### src/rtl/vram_fetch_seq_if.sv
// Bus between the gate-array side and the VRAM byte sequencer.
// Width of vram_din and byte_idx follow BYTES.
interface vram_fetch_seq_if #(
   parameter int BYTES = 2
);
   localparam int IW = $clog2(BYTES);

   logic               cpu_n;
   logic               ras_n;
   logic               cas_n;
   logic               de;
   logic               shift_en;
   logic               overrun_clr;
   logic [8*BYTES-1:0] vram_din;
   logic [7:0]         vram_d;
   logic [IW-1:0]      byte_idx;
   logic               overrun;

   modport master (
      output cpu_n, ras_n, cas_n, de, shift_en,
      output overrun_clr, vram_din,
      input  vram_d, byte_idx, overrun
   );

   modport slave (
      input  cpu_n, ras_n, cas_n, de, shift_en,
      input  overrun_clr, vram_din,
      output vram_d, byte_idx, overrun
   );
endinterface

### src/rtl/vram_fetch_seq.sv
// VRAM byte sequencer: BYTES bytes per word, one per CAS strobe.
// Define VRAM_FETCH_SHIFT_EN to build the delay line and shift mode.
module vram_fetch_seq #(
   parameter int BYTES       = 2,
   parameter int SHIFT_DEPTH = 1
) (
   input logic             clk,
   input logic             reset_n,
   vram_fetch_seq_if.slave bus
);
   localparam int            IW   = $clog2(BYTES);
   localparam logic [IW-1:0] LAST = IW'(BYTES - 1);

   typedef enum logic [1:0] {
      IDLE,
      SERVE,
      SAT
   } seq_t;

   seq_t          state;
   logic          cas_old;
   logic          cas_end;
   logic          upd;
   logic          push;
   logic [IW-1:0] idx_q;
   logic [IW-1:0] idx_d;
   logic          ovr_q;
   logic          ovr_d;
   logic [7:0]    vd_q;
   logic [7:0]    vd_d;
   logic [7:0]    cur_byte;
   logic [7:0]    din_b [BYTES];

   assign cas_end = !bus.ras_n & !cas_old & bus.cas_n;
   assign upd     = bus.cpu_n & !bus.ras_n & !bus.cas_n;

   always_comb begin
      for (int k = 0; k < BYTES; k++) begin
         din_b[k] = bus.vram_din[8*k +: 8];
      end
   end

   assign cur_byte = din_b[idx_q];

   always_comb begin
      state = SERVE;
      unique case (1'b1)
         (idx_q == LAST): state = SAT;
         (idx_q == '0):   state = IDLE;
         default:         state = SERVE;
      endcase
   end

   // CPU slot wins over a coincident strobe; a set wins over clear.
   always_comb begin
      idx_d = idx_q;
      ovr_d = ovr_q;
      push  = 1'b0;
      if (bus.overrun_clr) ovr_d = 1'b0;
      if (!bus.cpu_n) begin
         idx_d = '0;
      end else if (cas_end) begin
         push = 1'b1;
         unique case (state)
            SAT:     ovr_d = 1'b1;
            default: idx_d = idx_q + 1'b1;
         endcase
      end
   end

`ifdef VRAM_FETCH_SHIFT_EN
   logic [7:0] dly [SHIFT_DEPTH];
   logic [7:0] shf;
   int         pos;

   // Positions before the word start come from the byte pushed
   // SHIFT_DEPTH strobes ago, i.e. the tail of the delay line.
   always_comb begin
      pos = int'(idx_q) - SHIFT_DEPTH;
      shf = dly[SHIFT_DEPTH-1];
      if (pos >= 0) shf = din_b[pos[IW-1:0]];
   end

   always_comb begin
      vd_d = cur_byte;
      if (bus.shift_en) vd_d = shf;
   end

   always_ff @(posedge clk or negedge reset_n) begin
      if (!reset_n) begin
         for (int k = 0; k < SHIFT_DEPTH; k++) begin
            dly[k] <= 8'h00;
         end
      end else if (push) begin
         dly[0] <= bus.de ? cur_byte : 8'h00;
         for (int k = 1; k < SHIFT_DEPTH; k++) begin
            dly[k] <= dly[k-1];
         end
      end
   end
`else
   logic unused_cfg;

   assign unused_cfg = ^{bus.de, bus.shift_en, push, 1'(SHIFT_DEPTH)};

   always_comb begin
      vd_d = cur_byte;
   end
`endif

   always_ff @(posedge clk or negedge reset_n) begin
      if (!reset_n) begin
         cas_old <= 1'b1;
         idx_q   <= '0;
         ovr_q   <= 1'b0;
         vd_q    <= 8'h00;
      end else begin
         cas_old <= bus.cas_n;
         idx_q   <= idx_d;
         ovr_q   <= ovr_d;
         if (upd) vd_q <= vd_d;
      end
   end

   assign bus.vram_d   = vd_q;
   assign bus.byte_idx = idx_q;
   assign bus.overrun  = ovr_q;
endmodule

### src/flat_wrapper.sv
// flat-port wrapper written by rule: the top's interface ports become plain ports
module vram_fetch_seq_flat 
#(
   parameter int BYTES       = 2,
   parameter int SHIFT_DEPTH = 1
)
  (clk, reset_n, bus_cpu_n, bus_ras_n, bus_cas_n, bus_de, bus_shift_en, bus_overrun_clr, bus_vram_din, bus_vram_d, bus_byte_idx, bus_overrun);
  vram_fetch_seq_if #(.BYTES(BYTES)) bus_i ();
  input logic clk;
  input logic reset_n;
  input wire logic [$bits(bus_i.cpu_n)-1:0] bus_cpu_n;
  input wire logic [$bits(bus_i.ras_n)-1:0] bus_ras_n;
  input wire logic [$bits(bus_i.cas_n)-1:0] bus_cas_n;
  input wire logic [$bits(bus_i.de)-1:0] bus_de;
  input wire logic [$bits(bus_i.shift_en)-1:0] bus_shift_en;
  input wire logic [$bits(bus_i.overrun_clr)-1:0] bus_overrun_clr;
  input wire logic [$bits(bus_i.vram_din)-1:0] bus_vram_din;
  output wire logic [$bits(bus_i.vram_d)-1:0] bus_vram_d;
  output wire logic [$bits(bus_i.byte_idx)-1:0] bus_byte_idx;
  output wire logic [$bits(bus_i.overrun)-1:0] bus_overrun;
  assign bus_i.cpu_n = bus_cpu_n;
  assign bus_i.ras_n = bus_ras_n;
  assign bus_i.cas_n = bus_cas_n;
  assign bus_i.de = bus_de;
  assign bus_i.shift_en = bus_shift_en;
  assign bus_i.overrun_clr = bus_overrun_clr;
  assign bus_i.vram_din = bus_vram_din;
  assign bus_vram_d = bus_i.vram_d;
  assign bus_byte_idx = bus_i.byte_idx;
  assign bus_overrun = bus_i.overrun;
  vram_fetch_seq #(.BYTES(BYTES), .SHIFT_DEPTH(SHIFT_DEPTH)) u_core (.clk(clk), .reset_n(reset_n), .bus(bus_i));
endmodule
### config.mk
export PLATFORM = sky130hd
export DESIGN_NAME = vram_fetch_seq_flat
export DESIGN_NICKNAME = d
export VERILOG_FILES = /design/src/rtl/vram_fetch_seq_if.sv /design/src/rtl/vram_fetch_seq.sv /design/src/flat_wrapper.sv
export SDC_FILE = /design/constraint.sdc
export NUM_CORES = 1
export LEC_CHECK = 0
export CAP_MARGIN = 10
export CORE_MARGIN = 3
export CORE_UTILIZATION = 34
export CTS_CLUSTER_DIAMETER = 150
export DETAILED_ROUTE_END_ITERATION = 8
export HOLD_SLACK_MARGIN = 0.05
export PLACE_DENSITY = 0.73
export SLEW_MARGIN = 15
export SYNTH_ARGS = -nofsm -noshare
export SYNTH_HDL_FRONTEND = slang
export SYNTH_SLANG_ARGS = --single-unit
### constraint.sdc
create_clock -name clk -period 1.76 [get_ports clk]
set_clock_uncertainty 0.2 [all_clocks]
set_input_delay 0.44 -clock clk [delete_from_list [all_inputs] [get_ports clk]]
set_output_delay 0.44 -clock clk [all_outputs]
set_load 0.005 [all_outputs]
==> qor.json, run 1 <==
{
  "status": "complete, no violations",
  "drtPass1Iterations": 3,
  "net-switching-power_uw": 156,
  "clk-insertion-delay-late_ps": 260,
  "finish.net_count": 100,
  "place_congestion": 0.658,
  "seq_power_share_pct": 46.4,
  "timing.critical_path.depth": 4,
  "route.met3.wl_um": 63,
  "clock_transition_at_the_registers_of_the_reported_paths_ps": 70,
  "place_hpwl_um": 960,
  "layout_worst_path_cycle_share_pct": 95.7,
  "worstPathArrival_ps": 1640,
  "mostFrequentLayoutCells": "clkdlybuf4s50_1 (21), mux2_2 (16), dfrtp_1 (10), dlygate4sd2_1 (8), buf_4 (8)",
  "post_dp_cell_area_um2": 883,
  "drv.max_cap_violation_count": 0,
  "grt.overflow.total": 0,
  "cpMaxStageDelayCell": "clkdlybuf4s50_1",
  "crit_buf_inv": 2,
  "placementRows": 13,
  "grt_antenna_before_repair": 0,
  "area.growth.synth_to_final_pct": 76.7,
  "total_count_of_hold_check_failures_in_the_final_report": 0,
  "post_drt_wl_per_cell_um": 13.4,
  "internal_power_uw": 521,
  "max-vdd-ir-drop_uv": 461,
  "stdcell_area_um2": 920,
  "swShare_pct": 23.0,
  "postRouteAntennaNets": 0,
  "worstSetupStartpoint": "bus_cas_n",
  "die_x_um": 45.1,
  "power.density_mw_per_mm2": 737,
  "power.leakage_nw": 0.438,
  "timing.critical_path.slowest_cell_delay_ps": 460,
  "tritoncts_clock_tree": "yes",
  "yosys_register_bits": 11,
  "path_cells": "clkdlybuf4s50_1, nor3b_4, buf_4, mux2_2",
  "synth.yosys.seq_area_share_pct": 53.1,
  "initial_utilization_pct": 38.1,
  "routed-via-count": 427,
  "critical_path.top_delay_family": "buffers and inverters",
  "die_y_um": 45.1,
  "grt_pass1_vias": 474,
  "io-pin-count": 34,
  "antenna-diode-count": 0,
  "detail_route.drc_violations": 0,
  "most_frequent_standard_cell_in_the_layout_excluding_fill_and_tap_cells": "clkdlybuf4s50_1",
  "cp.required_ps": 1710,
  "numClockSinks": 11,
  "wl_mm": 1.21,
  "critical_path_source_type": "input port",
  "timing.hold.worst.class": "input port to asynchronous set/reset pin",
  "maximum_fanout_encountered_on_the_critical_timing_path": 4,
  "grt_setup_unrepaired": "false",
  "worst_r2r_endpoint": "u_core.bus.vram_d[1]$_DFFE_PN0P_",
  "avg_inst_size_synth_um2": 15.8,
  "topRoutingLayerUsed": "met3",
  "critPathCaptureType": "register",
  "die_outline_area_mm2": 0.00204,
  "post_route_cells_drive_above_1_share_pct": 41.3,
  "fmax_mhz": 594,
  "wl_met2_um": 617,
  "deepest_level_of_the_cts_h_tree": 1,
  "grt_start_max_net_pins": 12,
  "ctsHoldBuffers": 0,
  "cts_made_buffers": 3,
  "postSynthNetCount": 57,
  "fp.coreArea_mm2": 0.00137,
  "routed_via_density": 4.74,
  "port_buffers": 31,
  "syn-instance-count": 33,
  "pwr-share-clk_pct": 25.0,
  "yosys_warnings": 0,
  "synth.cell_area_um2": 520,
  "yosysUniqueCellTypes": 9,
  "grt.total_usage_pct": 13.1,
  "setup_tns_final_ps": 0,
  "cts_max_path_buffers": 2,
  "r2r.worst_path.cells": 4,
  "drt_iter0_markers": 1,
  "reg2reg_slack_ps": 240,
  "grt_pass1_wl_mm": 1.95,
  "report.final.slew_viol_count": 0,
  "timing_worst_slew_pin_value_ps": 491,
  "period_needed_ps": 1680,
  "timing.final.setup_violations": 0,
  "timing.setup.critical_path_class": "input port to register",
  "regToRegStartpoint": "u_core.bus.byte_idx$_DFFE_PN0P_",
  "fraction_of_power_consumed_by_combinational_cells_pct": 28.6,
  "slew-limit-headroom_pct": 67.2,
  "cts-root-buf": "clkbuf_4",
  "crit_path_end": "u_core.bus.vram_d[3]$_DFFE_PN0P_",
  "wl_met1_um": 527,
  "finalPower_uw": 678,
  "worst_hold_margin_ps": 303
}
==> area by class of cell <==
cell class	instances	area [µm²]
sequential	11	277
inverter	1	3.75
tap	15	18.8
fill	109	447
clock buffer	4	26.3
timing repair buffer	39	365
multi-input combinational	20	229
==> worst reg2reg max path, delay by kind of cell (launching register included) <==
| family | cells | cell delay (ps) |
|---|---|---|
| buf+inv | 2 | 290 |
| mux | 2 | 530 |
| flops | 1 | 380 |
==> Yosys cell counts <==
library cell,count,area [µm²]
and4bb_2,1,12.5
inv_1,1,3.75
dfrtp_1,10,250
buf_6,1,11.3
nor3b_4,1,18.8
dfstp_2,1,26.3
mux2_2,16,180
a22o_1,1,8.76
a21o_2,1,8.76
==> timing repair <==
item                                    4_1_cts  5_1_grt
setup buffers                                 1        1
endpoints found under the setup margin        8        2
gates resized for setup                       8        2
==> worst min-delay path by stage <==
stage                                      from                               end  slack (ps)
6_report                                reset_n  u_core.bus.vram_d[7]$_DFFE_PN0P_         300
5_1_grt        u_core.bus.vram_d[3]$_DFFE_PN0P_  u_core.bus.vram_d[3]$_DFFE_PN0P_         320
4_1_cts                                 reset_n  u_core.bus.vram_d[6]$_DFFE_PN0P_         310
3_5_place_dp   u_core.bus.vram_d[4]$_DFFE_PN0P_  u_core.bus.vram_d[4]$_DFFE_PN0P_         290
3_3_place_gp   u_core.bus.vram_d[3]$_DFFE_PN0P_  u_core.bus.vram_d[3]$_DFFE_PN0P_         290
2_1_floorplan                           reset_n   u_core.bus.byte_idx$_DFFE_PN0P_         -60
==> power groups by stage <==
stage / Combinational [mW] / Clock (mW) / Sequential, mW
6_report: 0.194 / 0.169 / 0.314
5_1_grt: 0.211 / 0.184 / 0.321
4_1_cts: 0.199 / 0.179 / 0.315
3_5_place_dp: 0.220 / 0 / 0.321
3_3_place_gp: 0.218 / 0 / 0.320
2_1_floorplan: 0.0641 / 0 / 0.324
==> logic make-up after synthesis <==
group / count (synthesis) / synth area share (%)
AND/OR/NAND/NOR: 2 / 6.01
AO/OA/AOI/OAI: 2 / 3.37
flip-flops: 11 / 53.1
multiplexers: 16 / 34.6
buffers and inverters: 2 / 2.88
==> state kept, by name, summed over array words and instances, names as in the netlist <==
register             count
u_core.bus.byte_idx      1
u_core.bus.vram_d        8
u_core.cas_old           1
u_core.bus.overrun       1
==> layer usage <==
layer / vias up / track usage, %
met3: 0 / 2.39
met2: 16 / 23.7
met5: - / 0
met4: 0 / 5.26
met1: 208 / 15.0
li1: 203 / -
==> metrics by stage <==
step	instances	setup WS, ps	util, %
floorplan	33	297	-
global placement	84	-210	64.7
detailed placement	84	-215	64.7
CTS	89	6.24	66.4
global route	90	2.31	67.3
finish	90	75.3	67.3
(Power assumes the default switching activity.)
==> inputs of run 2 (changes only) <==
- TNS_END_PERCENT: default -> 20
==> results of run 2 <==
Final layout, timing and power as in run 1 (identical DEF).
